--- src/rtl/pipeline_boot_monitor_pkg.sv ---
// Shared definitions for the pipeline boot monitor.
//   state_e     : controller state (IDLE, LOAD, RUN, DONE, TOUT)
//   CSEL_CYCLE  : counter-select value / counter slot of the cycle counter
//   EVT_FLUSH   : event strobe index of the core's flush signal
//   EVT_BRANCH  : event strobe index of the core's branch_E signal
package pipeline_boot_monitor_pkg;

  typedef enum logic [2:0] {
    IDLE = 3'd0,
    LOAD = 3'd1,
    RUN  = 3'd2,
    DONE = 3'd3,
    TOUT = 3'd4
  } state_e;

  localparam int CSEL_CYCLE = 0;
  localparam int EVT_FLUSH  = 0;
  localparam int EVT_BRANCH = 1;

endpackage

--- src/rtl/pipeline_boot_monitor_sat_counter.sv ---
// Saturating up-counter used for the cycle and event counters.
//   clk : clock, rising edge
//   rst : asynchronous reset, active-high (clears the count)
//   clr : synchronous clear, has priority over en
//   en  : count enable; the count sticks at all-ones instead of wrapping
//   q   : current count
module sat_counter #(
  parameter int W = 32
) (
  input  logic         clk,
  input  logic         rst,
  input  logic         clr,
  input  logic         en,
  output logic [W-1:0] q
);

  logic [W-1:0] q_q;
  logic [W-1:0] q_d;

  always_comb begin
    q_d = q_q;
    if (clr) begin
      q_d = '0;
    end else if (en && (q_q != '1)) begin
      q_d = q_q + 1'b1;
    end
  end

  always_ff @(posedge clk or posedge rst) begin
    if (rst) begin
      q_q <= '0;
    end else begin
      q_q <= q_d;
    end
  end

  assign q = q_q;

endmodule

--- src/rtl/pipeline_boot_monitor.sv ---
// Load-and-measure controller for the RISC-V pipeline core.
// Streams DEPTH program words into the core's load port, releases the core,
// then counts run cycles and NUM_EVT event strobes until the core signals
// completion or the cycle budget MAX_CYCLES runs out.
//   clk, rst        : clock (rising edge), asynchronous active-high reset
//   go              : launch pulse, honoured in IDLE / DONE / TOUT only
//   ld_valid/ready  : program word handshake, ld_data is the word
//   start           : core load mode (1 = loading, core held)
//   address         : word index presented to the core
//   instruction     : word presented to the core
//   evt             : per-cycle event strobes from the core
//   done_in         : core completion flag
//   cnt_sel         : 0 = cycle count, k = event k-1, otherwise reads 0
//   cnt_rdata       : selected counter, one cycle after cnt_sel
//   busy/finished/timed_out : state flags (LOAD|RUN, DONE|TOUT, TOUT)
module pipeline_boot_monitor
  import pipeline_boot_monitor_pkg::*;
#(
  parameter int DEPTH      = 100,
  parameter int ADDR_W     = 32,
  parameter int DATA_W     = 32,
  parameter int NUM_EVT    = 2,
  parameter int CNT_W      = 32,
  parameter int MAX_CYCLES = 100000
) (
  input  logic                           clk,
  input  logic                           rst,
  input  logic                           go,
  input  logic                           ld_valid,
  output logic                           ld_ready,
  input  logic [DATA_W-1:0]              ld_data,
  output logic                           start,
  output logic [ADDR_W-1:0]              address,
  output logic [DATA_W-1:0]              instruction,
  input  logic [NUM_EVT-1:0]             evt,
  input  logic                           done_in,
  input  logic [$clog2(NUM_EVT+1)-1:0]   cnt_sel,
  output logic [CNT_W-1:0]               cnt_rdata,
  output logic                           busy,
  output logic                           finished,
  output logic                           timed_out
);

  localparam int SEL_W = $clog2(NUM_EVT + 1);
  // One extra index value marks "last word accepted, still being presented".
  localparam int IDX_W = $clog2(DEPTH + 1);
  localparam logic [IDX_W-1:0] IDX_END    = IDX_W'(DEPTH);
  localparam logic [CNT_W-1:0] CYC_LAST   = CNT_W'(MAX_CYCLES - 1);

  state_e              state_q, state_d;
  logic [IDX_W-1:0]    idx_q, idx_d;
  logic                start_q, start_d;
  logic [ADDR_W-1:0]   address_q, address_d;
  logic [DATA_W-1:0]   instruction_q, instruction_d;
  logic                busy_q, busy_d;
  logic                finished_q, finished_d;
  logic                timed_out_q, timed_out_d;
  logic [CNT_W-1:0]    cnt_rdata_q, cnt_rdata_d;

  logic                launch;
  logic                run;
  logic [CNT_W-1:0]    cnt [NUM_EVT+1];

  assign launch = go && ((state_q == IDLE) || (state_q == DONE) || (state_q == TOUT));
  assign run    = (state_q == RUN);

  // Ready drops once the last word has been taken, while it is still shown.
  assign ld_ready = (state_q == LOAD) && (idx_q != IDX_END);

  // Slot CSEL_CYCLE counts every RUN cycle; the others count event strobes.
  for (genvar gi = 0; gi <= NUM_EVT; gi++) begin : g_cnt
    logic en;
    if (gi == CSEL_CYCLE) begin : g_cyc
      assign en = run;
    end else begin : g_evt
      assign en = run && evt[gi-1];
    end
    sat_counter #(.W(CNT_W)) u_cnt (
      .clk (clk),
      .rst (rst),
      .clr (launch),
      .en  (en),
      .q   (cnt[gi])
    );
  end

  always_comb begin
    state_d       = state_q;
    idx_d         = idx_q;
    start_d       = start_q;
    address_d     = address_q;
    instruction_d = instruction_q;

    case (state_q)
      IDLE, DONE, TOUT: begin
        if (go) begin
          state_d = LOAD;
          idx_d   = '0;
          start_d = 1'b1;
        end
      end
      LOAD: begin
        if (idx_q == IDX_END) begin
          // Last word has had its presentation cycle: release the core.
          state_d = RUN;
          start_d = 1'b0;
        end else if (ld_valid) begin
          address_d     = ADDR_W'(idx_q);
          instruction_d = ld_data;
          idx_d         = idx_q + 1'b1;
        end
      end
      RUN: begin
        // Counters still take this cycle's increments; done wins a tie.
        if (done_in) begin
          state_d = DONE;
        end else if (cnt[CSEL_CYCLE] == CYC_LAST) begin
          state_d = TOUT;
        end
      end
      default: begin
        state_d = IDLE;
      end
    endcase

    busy_d      = (state_d == LOAD) || (state_d == RUN);
    finished_d  = (state_d == DONE) || (state_d == TOUT);
    timed_out_d = (state_d == TOUT);

    cnt_rdata_d = '0;
    for (int i = 0; i <= NUM_EVT; i++) begin
      if (cnt_sel == SEL_W'(i)) begin
        cnt_rdata_d = cnt[i];
      end
    end
  end

  always_ff @(posedge clk or posedge rst) begin
    if (rst) begin
      state_q       <= IDLE;
      idx_q         <= '0;
      start_q       <= 1'b0;
      address_q     <= '0;
      instruction_q <= '0;
      busy_q        <= 1'b0;
      finished_q    <= 1'b0;
      timed_out_q   <= 1'b0;
      cnt_rdata_q   <= '0;
    end else begin
      state_q       <= state_d;
      idx_q         <= idx_d;
      start_q       <= start_d;
      address_q     <= address_d;
      instruction_q <= instruction_d;
      busy_q        <= busy_d;
      finished_q    <= finished_d;
      timed_out_q   <= timed_out_d;
      cnt_rdata_q   <= cnt_rdata_d;
    end
  end

  assign start       = start_q;
  assign address     = address_q;
  assign instruction = instruction_q;
  assign busy        = busy_q;
  assign finished    = finished_q;
  assign timed_out   = timed_out_q;
  assign cnt_rdata   = cnt_rdata_q;

endmodule

--- config.mk ---
export PLATFORM = sky130hd
export DESIGN_NAME = pipeline_boot_monitor
export DESIGN_NICKNAME = d
export VERILOG_FILES = /design/src/rtl/pipeline_boot_monitor_pkg.sv /design/src/rtl/pipeline_boot_monitor_sat_counter.sv /design/src/rtl/pipeline_boot_monitor.sv
export SDC_FILE = /design/constraint.sdc
export NUM_CORES = 1
export LEC_CHECK = 0
export CORE_MARGIN = 2
export CORE_UTILIZATION = 40
export DETAILED_ROUTE_END_ITERATION = 8
export GPL_ROUTABILITY_DRIVEN = 0
export SKIP_LAST_GASP = 1
export SLEW_MARGIN = 20
export SYNTH_ARGS = -nofsm -noshare
export SYNTH_HDL_FRONTEND = slang
export SYNTH_HIERARCHICAL = 1
export SYNTH_SLANG_ARGS = --single-unit
--- constraint.sdc ---
create_clock -name clk -period 4.1 [get_ports clk]
set_input_delay 0.615 -clock clk [delete_from_list [all_inputs] [get_ports clk]]
set_output_delay 0.615 -clock clk [all_outputs]
set_load 0.02 [all_outputs]
---- Word level (Yosys, flattened, before mapping) ----
Index checks and enable logic that the tools add are counted.
storage, ports and cells
  bits in registers ....................... 181
  bits of input ports ..................... 41
  output and inout bits ................... 101
  word-level logic and storage cells ...... 79
cells by class
  $add $sub $neg .......................... 4
  equal/unequal tests ..................... 20
  muxes and demuxes ....................... 21
  bitwise gates (word level) .............. 1
  reduce and logical (&&, ||, !) cells .... 21
operators by type and width
  operator                                                count
  2-to-1 mux 32 bit                                       9
  adder 32 x 1 -> 32 bit (second input constant)          3
  inequality test 32 bit (second input constant)          3
  equality test 32 x 17 -> 1 bit (second input constant)  1
  2-to-1 mux 7 bit                                        3
  one-hot mux 7 bit (2 select lines)                      1
  equality test 3 x 2 -> 1 bit (second input constant)    4
  2-to-1 mux 3 bit                                        4
  one-hot mux 3 bit (3 select lines)                      1
  nonzero test 2 bit                                      4
  adder 7 x 1 -> 7 bit (second input constant)            1
  equality test 7 bit (second input constant)             1
  logical AND 1 bit                                       7
  inequality test 7 bit (second input constant)           1
  equality test 3 x 1 -> 1 bit (second input constant)    2
  equality test 3 bit (second input constant)             2
  inequality test 2 bit (second input constant)           3
  AND reduction 3 bit                                     2
  logical OR 1 bit                                        4
  AND reduction 4 bit                                     1
  zero test 3 bit                                         1
  OR reduction 3 bit                                      1
  equality test 2 x 1 -> 1 bit (second input constant)    1
  equality test 2 bit (second input constant)             1
  5 further kinds                                         6

---- Depth between registers and ports, before layout ----
Gate-level depths: netlist of run 1.
  depth after elaboration ................. 6
  depth in mapped cells ................... 9
  depth with buffers taken out ............ 7

---- By module ----
The synthesis of run 1 kept the hierarchy.
modules (own cells, without submodules)
  module                 times used  cells each  area each (um^2)  seq. area each (um^2)
  sat_counter            3           186         1740.4            800.8
  pipeline_boot_monitor  1           342         4001.3            2127.0

---- Worst setup path before layout of run 1 ----
OpenSTA, ideal clock, no wires.
  path type ............................... reg2reg
  start point ............................. register state_q[1]
  end point ............................... register g_cnt[2].u_cnt.q_q[19]
  setup time .............................. 78 ps
  data arrival time ....................... 2550 ps
  data required time ...................... 4022 ps
  slack ................................... 1472 ps
  cell stages (with the launch flop) ...... 10
  buffers on the path ..................... 2
  period minus slack after synthesis ...... 2628 ps
  cell sequence ........................... dfrtp_1 > buf_2 > nor3b_1 > and2_1 > nand4_1 > nor3_1 > o311ai_1 > buf_2 > or4_1 > a21oi_1
on the way
  elaborated cells between the ends (all ways) .. 11
  those cells by class .................... 3 x eq/ne; 1 x mux; 7 x reduce/logical
RTL lines
  item                          RTL line                                 source
  from (decl)                   pipeline_boot_monitor.sv:50              state_e state_q, state_d;
  from (signal assigned)        pipeline_boot_monitor.sv:150             state_q <= state_d;
  equality test 3 x 2 -> 1 bit  pipeline_boot_monitor.sv:65              assign run = (state_q == RUN);
  named net g_cnt[0].en         pipeline_boot_monitor.sv:72              logic en;
  logical AND 1 bit             pipeline_boot_monitor.sv:76              assign en = run && evt[gi-1];
  named net g_cnt[2].en         pipeline_boot_monitor.sv:72
  logical AND 1 bit             pipeline_boot_monitor_sat_counter.sv:24  end else if (en && (q_q != '1)) begin
  nonzero test 2 bit (no line)  n/a
  to (signal assigned)          pipeline_boot_monitor_sat_counter.sv:33  q_q <= q_d;
  to (decl)                     pipeline_boot_monitor_sat_counter.sv:17  logic [W-1:0] q_q;
The timed path passes the listed nets, and every way through them passes these cells.
A chain may end at the register's enable or synchronous reset.

---- Worst setup path in the final report of run 1 ----
  start point ............................. register state_q[1]
  end point ............................... register g_cnt[2].u_cnt.q_q[27]
Same word-level chain as after synthesis.

==> results.txt, run 1 <==
* Multi-input combinational cell area: between 4000 and 5000 µm²
* Horizontal die dimension: roughly 160 µm
* Highest attainable clock frequency: 346 MHz
- The detailed router finished its first iteration with approximately 360 violations.
- Number of global-route vias before repair: 6823
- 0 antenna diodes ended up in the layout.
- Final count of pins violating max slew: 0
* Total setup violations reported at the end of the flow: 0
* Mean number of vias per cell: roughly 5.6
- Total power: 4040 µW
- Maximum number of pins on one net before global-route repair: around 50
* WHS Path Cells: 2
- The worst setup path is of the reg2reg kind.
* Via count of the routed design: 7391
- Number of warnings reported in the yosys synthesis log: 6
* Count of filler cells inserted in the layout: 2058
- The final layout contains routed wiring with a total length of 22600 µm.
- In this run the core area contains 55 standard-cell rows.
* Total of cells resized after clock tree synthesis: 0
- WP data arrival: 3.25 ns
- Least-Margin Pin Slew: approximately 0.95 ns
- Internal power: 2920 µW
- Syn-to-layout area delta: 20.9%
* Worst vdd rail ir drop: 0.253 mV
* Fraction of power consumed by sequential logic: 48.0%
- Critical Path Start Type: flip-flop
- Count of flip-flops with a built-in enable after synthesis: 0
* Floorplan die height: 156 µm
* Sinks on Clock Net: 181
* CTS tree: done
- In the final routed layout, each cell accounts on average for about 17 µm.
* Proportion of synthesized flip-flops having asynchronous set or reset: 100%
* Time the worst path needs with I/O delays and setup: about 2.9 ns
* Comb power frac: between 10% and 20%
- The netlist uses 58 different library cells.
- Summing all flip-flop and latch instances after layout gives around 4500 µm².
- Counting cells, the worst reg-to-reg path comes to 9.
* Unrepaired setup endpoints after global routing: false
- For this run, the leading register cell type out of synthesis is dfrtp_1.
- The floorplan step defined a die boundary enclosing 24300 µm².
- The cell sitting at the root of the clock tree is a clkbuf_16.
- Effective utilization at floorplan: 40.7%
* Synthesized area per cell: 10.2 µm²
- Leaving out fill and tap cells, the most frequent cell in the layout is dfrtp_1.
- For the final routed database, the setup TNS stands at 0 ns.
* Post-route setup slack: approximately 1.2 ns
- Fraction of power consumed by the clock network: 39.0%
- Drt first pass iters: 4
- Global-route wire length before repair: 36500 µm
- Final core occ: between 40 and 50%
* Maximum fanout count along the critical path: 15
* Hold Fails Final Rpt: 0
- Path class of the lowest-slack min-delay path: reg2reg
* Ratio of cells with drive above 1 in the final layout: between 8 and 9%
- The library cells used most frequently in the layout, excluding fill and tap cells, are dfrtp_1 (181), clkdlybuf4s50_1 (115), a21oi_1 (84).
* Static Leak: 0.00456 µW
- Tot GR Track Use: about a fifth
- For the worst setup path, the data required time is 4.46 ns.
* Number of max-capacitance violations reported: 0
* Max Clock Skew: ~0.014 ns
- In the finished design, the share of the clock period the worst path needs comes to 70.5%.
- Worst-path clk slew: 0.07 ns
- DPL Wire Length: approximately 16000 µm
* Clock buffers created by TritonCTS: 17
- Net switching is 27.8% of the power.
- Post-route antenna net violation count: 0
- Port buffering added 116 buffers.
- STA classifies the critical path endpoint as a flip-flop.
- # Post-CTS Setup Buffers: 0
* Net switching power figure: ~1100 µW
* Tightest hold margin: 0.488 ns
- In the routed design, unresolved DRC markers number 0.
- Sequential elements use 49.1% of the synthesized area.
- Initial antenna violation count: 0
- Overflow left after global routing: 0
- Pin placement for this block handled between 100 and 150 I/O pins.
* Max H-tree Level: 4
- Nets: 1059
* Source-to-sink clock delay at the later pin of the worst-skew pair: 0.44 ns
* Post-synthesis instance area: 9220 µm²
- CTS Buffer Depth: 2
- The floorplan step defined a core boundary enclosing between 20000 and 25000 µm².
- Dividing total power by cell area gives a power density of 362 nW/µm².
- Post-CTS Hold Buffers: 0
- Flip-flop and latch count after synthesis: about 180
- Prior to clock tree synthesis, the placed netlist has a worst setup slack of approximately 1.2 ns.
* Post-synthesis instance total: 900
- Measured against its own limit, the worst slew margin works out to 36.2%.
- Status: finished clean
-- area by class of cell --
cell class | instances | area share, %
clock inverter | 15 | 1.20
timing repair buffer | 131 | 11.6
tap | 285 | 3.20
clock buffer | 17 | 3.81
sequential | 181 | 40.6
multi-input combinational | 651 | 38.5
inverter | 31 | 1.05
-- layer usage --
layer  track usage (%)  up-vias  part of all wire (%)
met5                 0        -                     0
met4              4.94        0                   1.1
met3              3.78       20                   4.9
met2              29.0      183                    46
met1              27.4     3615                    48
li1                  -     3573                     -
-- flip-flops by register name, summed over array words and instances, names as in the netlist, 3 cells and up --
name	flops
state_q	3
idx_q	7
address	7
cnt_rdata	32
g_cnt.u_cnt/q	96
instruction	32
-- worst paths after layout --
kind | start | end | slack [ns]
worst max-delay path | state_q[1] | g_cnt[2].u_cnt/q[27] | 1.21
worst min-delay path | address[1] | address[1] | 0.49
worst max register to register | state_q[1] | g_cnt[2].u_cnt/q[27] | 1.21
worst min register to register | address[1] | address[1] | 0.49
max in group asynchronous | rst | instruction[0] | 2.69
min in group asynchronous | rst | g_cnt[0].u_cnt/q[27] | 0.67
-- worst max-delay path: stages, from the launching register on --
cell      delay [ns]
dfrtp_1         0.53
nor3b_1         0.22
buf_4           0.21
and2_1          0.20
nand4_1         0.26
nor3_1          0.35
o311ai_1        0.17
buf_4           0.21
or4_1           0.51
a21oi_1         0.15
-- logic make-up (layout without fill, tap and decap cells) --
family | Yosys count | in the layout | synth area share, %
fa+ha+maj | 5 | 5 | 0.678
simple gates | 300 | 300 | 19.4
other cells | 1 | 25 | 0.0407
xor+xnor | 12 | 12 | 1.14
mux | 73 | 73 | 8.44
compound gates | 236 | 236 | 15.8
buf+inv | 92 | 194 | 5.47
flops | 181 | 181 | 49.1
-- per-stage QoR --
step,std cells,cell area [µm²]
3_3_place_gp,1279,10600
6_report,1311,11200
3_5_place_dp,1279,10600
2_1_floorplan,924,9310
4_1_cts,1311,11100
5_1_grt,1311,11200
-- cell usage after synthesis, drive strengths merged (2+ instances only) --
library cell  count  share of area [%]
a21oi            84                4.6
ha                5               0.68
nand4            23                1.8
mux2i            35                3.8
xnor2             6               0.57
dfrtp           181                 49
and4             12                1.1
o31ai            46                3.7
nor4b             3               0.28
mux2             38                4.6
nand2b            2               0.14
o311ai            6               0.57
and2              6               0.41
and3             11               0.75
o21ai            75                4.1
a32o              2               0.22
clkbuf           20               0.81
buf              41                3.4
nor3              3               0.16
nand3b            2               0.16
nand2            70                2.8
o21ba             3               0.33
nor2             25                1.0
o41ai             6               0.81
nor3b             2               0.28
o211a             3               0.33
or4              45                3.8
or2               2               0.14
o211ai            4               0.47
nor4             12               0.98
o31a              3               0.28
xor2              6               0.57
nand3            35                1.9
nor2b             2               0.14
inv              31                1.3
or3              40                2.9
-- power by group through the flow --
stage	Combinational [µW]	Sequential [µW]	Clock (µW)
2_1_floorplan	230	2050	0
3_3_place_gp	528	1970	0
3_5_place_dp	533	1980	0
4_1_cts	535	1940	1620
5_1_grt	568	1950	1690
6_report	526	1940	1570
Power figures use the tool's default switching activity.
==> inputs of run 2 (changes only) <==
- clock period: 4.1 -> 2.9 ns (I/O delays scaled with it)
==> results.txt, run 2 (synthesis gave the netlist of run 1 again) <==
- Flip-flop count of the largest register, all copies and words added: between 90 and 100
- Tcrit/Tclk final: 91.3%
* Clock buffers created by TritonCTS: 17
- Sinks on Clock Net: 181
* Highest attainable clock frequency: 378 MHz
* DR WL/cell: between 15 and 20 µm
* Via count of the routed design: 7409
- The clock passes through at most 2 buffers.
- Clock-pin slew was measured on the worst setup and hold paths at 0.07 ns.
* Total Die Area: 24300 µm²
- Max Clock Skew: 0.0143 ns
- In this run, the number of DRC markers left after iteration 0 of detailed routing was 363.
- TritonCTS built the clock tree.
* Antenna diodes: 0
- Required time of the critical path: between 3 and 4 ns
* Least-Margin Pin Slew: 0.807 ns
- Most frequent cells in the layout: dfrtp_1 (181), clkdlybuf4s50_1 (115), a21oi_1 (84)
* Effective utilization at floorplan: between 40% and 50%
- The first detailed-routing pass ran for 4 iterations.
- The tree is rooted in a clkbuf_16.
- Total power: 6010 µW
- After clock tree synthesis, the repair step resized 0 gates.
- Number of max-capacitance violations reported: 0
- The path class of the tightest hold or removal check is in2async.
- Max H-tree Level: 4
- Global-route wire length before repair: 37300 µm
- Setup repair after global routing left no endpoint under its margin.
* # Post-CTS Setup Buffers: 0
* Port-buffer cells: between 100 and 150
* Static Leak: approximately 0.0047 µW
* Maximum number of pins on one net before global-route repair: 101
- For the finished layout, the period the worst path requires is 2.65 ns.
- The flow ran to the end, and the final reports show no timing, DRC or antenna violations.
- I/O Pins: 142
- Initial antenna violation count: 0
- The critical path goes through nor3b_1 > buf_4 > and2_1 > nand4_1 > nor3_1 > o311ai_1 > buf_4 > or4_1 > a21oi_1.
* R2r worst-path depth: 9
- Overflow left after global routing: 0
- Summing all multi-input logic gate instances after layout gives 4290 µm².
* Maximum fanout count along the critical path: 15
- Measured against its own limit, the worst slew margin works out to 45.7%.
- Syn-to-layout area delta: 22.6%
- For this block, the routed nets add up to 23000 µm of wire.
- Setup violations remaining at the end of the flow were counted as 0.
- After clock tree synthesis, the flow added hold-fix buffers numbering 0.
- Final core occ: 49.9%
- Most common cell after layout, fill and taps aside: dfrtp_1
- The cell that appears most often on the critical path is buf_4.
* Critical path's largest stage delay: 0.48 ns
* DRC violation count after routing: 0
* Ratio of cells with drive above 1 in the final layout: 8.78%
- WP data arrival: 2.99 ns
* WP buf/inv: 2
* Category of the most critical setup path: reg2reg
* Horizontal die dimension: about 160 µm
- Floorplan die height: 156 µm
- Row generation in the floorplan step produced 55 rows.
- The number of global-route vias before repair is ~7000.
- Worst vdd rail ir drop: 0.321 mV
* Critical Path Start Type: flip-flop
* Post-route antenna net violation count: 0
- The endpoint identified for the worst register-to-register timing path is g_cnt[1].u_cnt/q[31].
- For this design, the slowest cell found on the critical path is or4_1.
- Source-to-sink clock delay at the later pin of the worst-skew pair: 0.44 ns
- Reg2reg start: state_q[0]
- Tot GR Track Use: 19.2%
- Element type at the critical path end: flip-flop
- Detailed placement ended at an HPWL of ~16000 µm.
- Area used by sequential logic in the layout: 4530 µm²
- In this run the register-to-register setup slack is 0.25 ns.
* Mean number of vias per cell: 5.61
- PD cells: 532 nW/µm²
* Final count of pins violating max slew: 0
* Nets: around 1100
- The kind of cell with the highest combined delay along the critical path is simple AND/OR/NAND/NOR gates.
- Core area: around 23000 µm²
- Count of filler cells inserted in the layout: 2069
- The number of endpoints with negative hold slack in the final report was 0.
* Sum Neg Setup Slack: 0 ns
==> run 2: cell types whose count changed in the layout (fill, tap and decap cells not counted), moves of 2 or more <==
cell,before,now
clkbuf_8,0,2
o41ai_1,1,3
bufinv_16,0,4
inv_8,4,1
clkinvlp_4,3,1
o41ai_2,5,3
buf_4,13,23
==> run 2: worst register-to-register path, delay by kind of cell, from the launching register on <==
kind / cells / cell delay [ns]
flip-flops: 1 / 0.38
AO/OA/AOI/OAI: 2 / 0.34
buffers and inverters: 2 / 0.41
AND/OR/NAND/NOR: 5 / 1.43
==> run 2: final cells by class <==
cell class              count  share of cell area, %
clock buffers              19                   4.01
clock inverters            13                   1.70
inverters                  31                   1.04
multi-input cells         651                   37.9
flip-flops and latches    181                   40.1
well taps                 285                   3.15
repair buffers            141                   12.1
==> run 2: worst max path at each step <==
stage               slack, ns              endpoint  cells after the start       start
finish                   0.25  g_cnt[1].u_cnt/q[31]                      9  state_q[0]
global route             0.05  g_cnt[1].u_cnt/q[31]                      9  state_q[0]
CTS                      0.24  g_cnt[1].u_cnt/q[31]                      9  state_q[0]
detailed placement       0.20  g_cnt[1].u_cnt/q[31]                      8      evt[0]
global placement         0.23  g_cnt[1].u_cnt/q[27]                      8      evt[0]
floorplan                0.27            address[0]                      1         rst
==> run 2: where the power goes <==
group / total (µW) / internal (µW) / switching, µW
Combinational: 743 / 339 / 404
Clock: 2530 / 1500 / 1020
Sequential: 2740 / 2650 / 90.0
==> run 2: through the flow <==
| stage | cell area (µm²) | hold WS (ns) | std cells | setup WS (ns) |
|---|---|---|---|---|
| floorplan | 9310 | 0.473 | 924 | 0.272 |
| global placement | 10700 | 0.466 | 1289 | 0.232 |
| detailed placement | 10700 | 0.478 | 1289 | 0.205 |
| CTS | 11300 | 0.391 | 1321 | 0.241 |
| global route | 11300 | 0.443 | 1321 | 0.0532 |
| finish | 11300 | 0.396 | 1321 | 0.253 |
==> run 2: per-layer routing <==
metal / vias to the layer above / global-route usage (%) / part of all wire [%]
met3: 23 / 3.75 / 5.0
met5: - / 0 / 0
met4: 0 / 5.64 / 1.3
li1: 3582 / - / -
met1: 3625 / 27.3 / 48
met2: 179 / 29.9 / 46
==> inputs of run 3 (changes only) <==
- SLEW_MARGIN: 20 -> not set
==> results.txt, run 3 (synthesis gave the netlist of run 1 again) <==
- The run finished with clean final reports.
- The register with the most flip-flops in the layout has 96 of them.
- The setup check on the worst reg-to-reg path leaves a slack of 0.23 ns.
- Horizontal die dimension: about 160 µm
- In this run the cell area measured after placement is 10700 µm².
- I/O Pins: approximately 140
- Post-route antenna net violation count: 0
- Post-route standard cell area excluding fillers: 11200 µm²
- The worst setup path is captured at a flip-flop.
* Via count of the routed design: 7416
* CTS Buffer Depth: 2
- R2r worst-path depth: 9
- Leaving out fill and tap cells, the most frequent cell in the layout is dfrtp_1.
* Master of the slowest instance on the critical path: or4_1
- In this run the power density over the cells is around 510 nW/µm².
- Levels on crit path: 9
- The worst setup path is launched from a flip-flop.
- Maximum number of pins on one net before global-route repair: about 100
- The first global-routing pass estimated 37600 µm of wire.
- The area growth from synthesis to layout is 21.7%.
- Cell family contributing the most delay on the critical path: simple AND/OR/NAND/NOR gates
* Core area: around 23000 µm²
* Number of rows created at floorplan: 55
- CTS tree: done
- Summed over all layers, the global routing overflow is 0.
* Initial antenna violation count: 0
* DR WL/cell: 17.4 µm
- The die covers 24300 µm².
- The top cell types in the final layout, fill and taps aside, are dfrtp_1 (181), clkdlybuf4s50_1 (115), a21oi_1 (84).
- In this run the tightest slew margin relative to its limit is 16.7%.
- Number of cells in the finished layout apart from fillers: 1321
* Cell-by-cell trace of the critical path: nor3b_1 > buf_4 > and2_1 > nand4_1 > nor3_1 > o311ai_1 > buf_4 > or4_1 > a21oi_1
- WP data arrival: about 3 ns
- Number of cells in the design after placement: 1289
- Final count of pins violating max slew: 0
- DPL Wire Length: approximately 16000 µm
- Clock tree synthesis inserted a total of 17 buffers.
- Total of cells resized after clock tree synthesis: 0
- Ratio of cells with drive above 1 in the final layout: under 10%
- The cell that appears most often on the critical path is buf_4.
- Setup violations remaining at the end of the flow were counted as 0.
* Required time of the critical path: 3.24 ns
* DRC violation count after routing: 0
* Number of global-route vias before repair: 6967
- For this design, the CTS-stage hold fixing added 0 buffers.
* Root cell of the clock tree: clkbuf_16
- Setup repair after global routing left no endpoint under its margin.
* Number of max-capacitance violations reported: 0
- Sinks on Clock Net: 181
- Antenna diodes: 0
- Floorplan die height: 156 µm
- The worst setup path is of the reg2reg kind.
* Hold Fails Final Rpt: 0
- Tot GR Track Use: between 15 and 20%
* Highest attainable clock frequency: 375 MHz
- Critical path's largest stage delay: 0.48 ns
* Count of routing violations after the opening detailed-route iteration: about 380
- In the final design database the tool counted 1069 nets.
- Path class of the lowest-slack min-delay path: in2async
- For this design the static power due to leakage is 0.00461 µW.
- WP buf/inv: 2
- The worst-case IR drop observed on VDD is 0.352 mV.
- At the pin with the least slew margin, the transition time is 1.24 ns.
- The worst path uses between 90% and 100% of the clock period.
- Before antenna repair, the detailed router went through 7 iterations.
- Clock skew on the completed layout was measured at between 0.01 and 0.015 ns.
* Max H-tree Level: 4
* Mean number of vias per cell: 5.61
* Effective utilization at floorplan: 40.7%
* Port-buffer cells: 116
- In this run the post-CTS setup repair buffer count came out at 0.
* Post-Route WL: ~23000 µm
- The clock period could shrink to 2.67 ns.
- At the later pin of the worst-skew pair, clock insertion delay measures 0.44 ns.
* Worst-path clk slew: ~0.070 ns
- Maximum fanout count along the critical path: 15
* Sum Neg Setup Slack: 0 ns
## run 3: path summary, 6_finish.rpt
path / start / end
max: state_q[0] / g_cnt[1].u_cnt/q[31]
min: rst / cnt_rdata[24]
max reg2reg: state_q[0] / g_cnt[1].u_cnt/q[31]
min reg2reg: address[1] / address[1]
max in group asynchronous: rst / cnt_rdata[16]
min in group clk: address[1] / address[1]
## run 3: layer usage
metal | wire [µm] | part of all wire, % | GRT usage [%] | up-vias
li1 | - | - | - | 3593
met1 | 11000 | 48 | 28.1 | 3607
met2 | 10600 | 46 | 30.4 | 196
met3 | 1170 | 5.1 | 3.89 | 20
met4 | 237 | 1.0 | 5.11 | 0
met5 | 0 | 0 | 0 | -
## run 3: report_power, final
part / internal [µW] / total (µW) / switching (µW)
combinational: 338 / 746 / 408
sequential: 2650 / 2740 / 88.9
clock: 1200 / 2260 / 1060
## run 3: through the flow
stage	power, µW	utilization, %	hold slack, ns	setup slack (ns)
after CTS	5830	49.6	0.380	0.250
after detailed placement	3550	47.1	0.477	0.183
after global routing	6010	49.6	0.448	0.0554
final	5750	49.6	0.393	0.233
after global placement	3530	47.1	0.466	0.232
after floorplan	3220	-	0.473	0.272
## run 3: area by class of cell
cell class	count	area, µm²
Sequential cell	181	4530
Clock buffer	17	425
Multi-Input combinational cell	651	4280
Timing Repair Buffer	141	1370
Inverter	31	118
Clock inverter	15	140
Fill cell	2075	11400
Tap cell	285	357
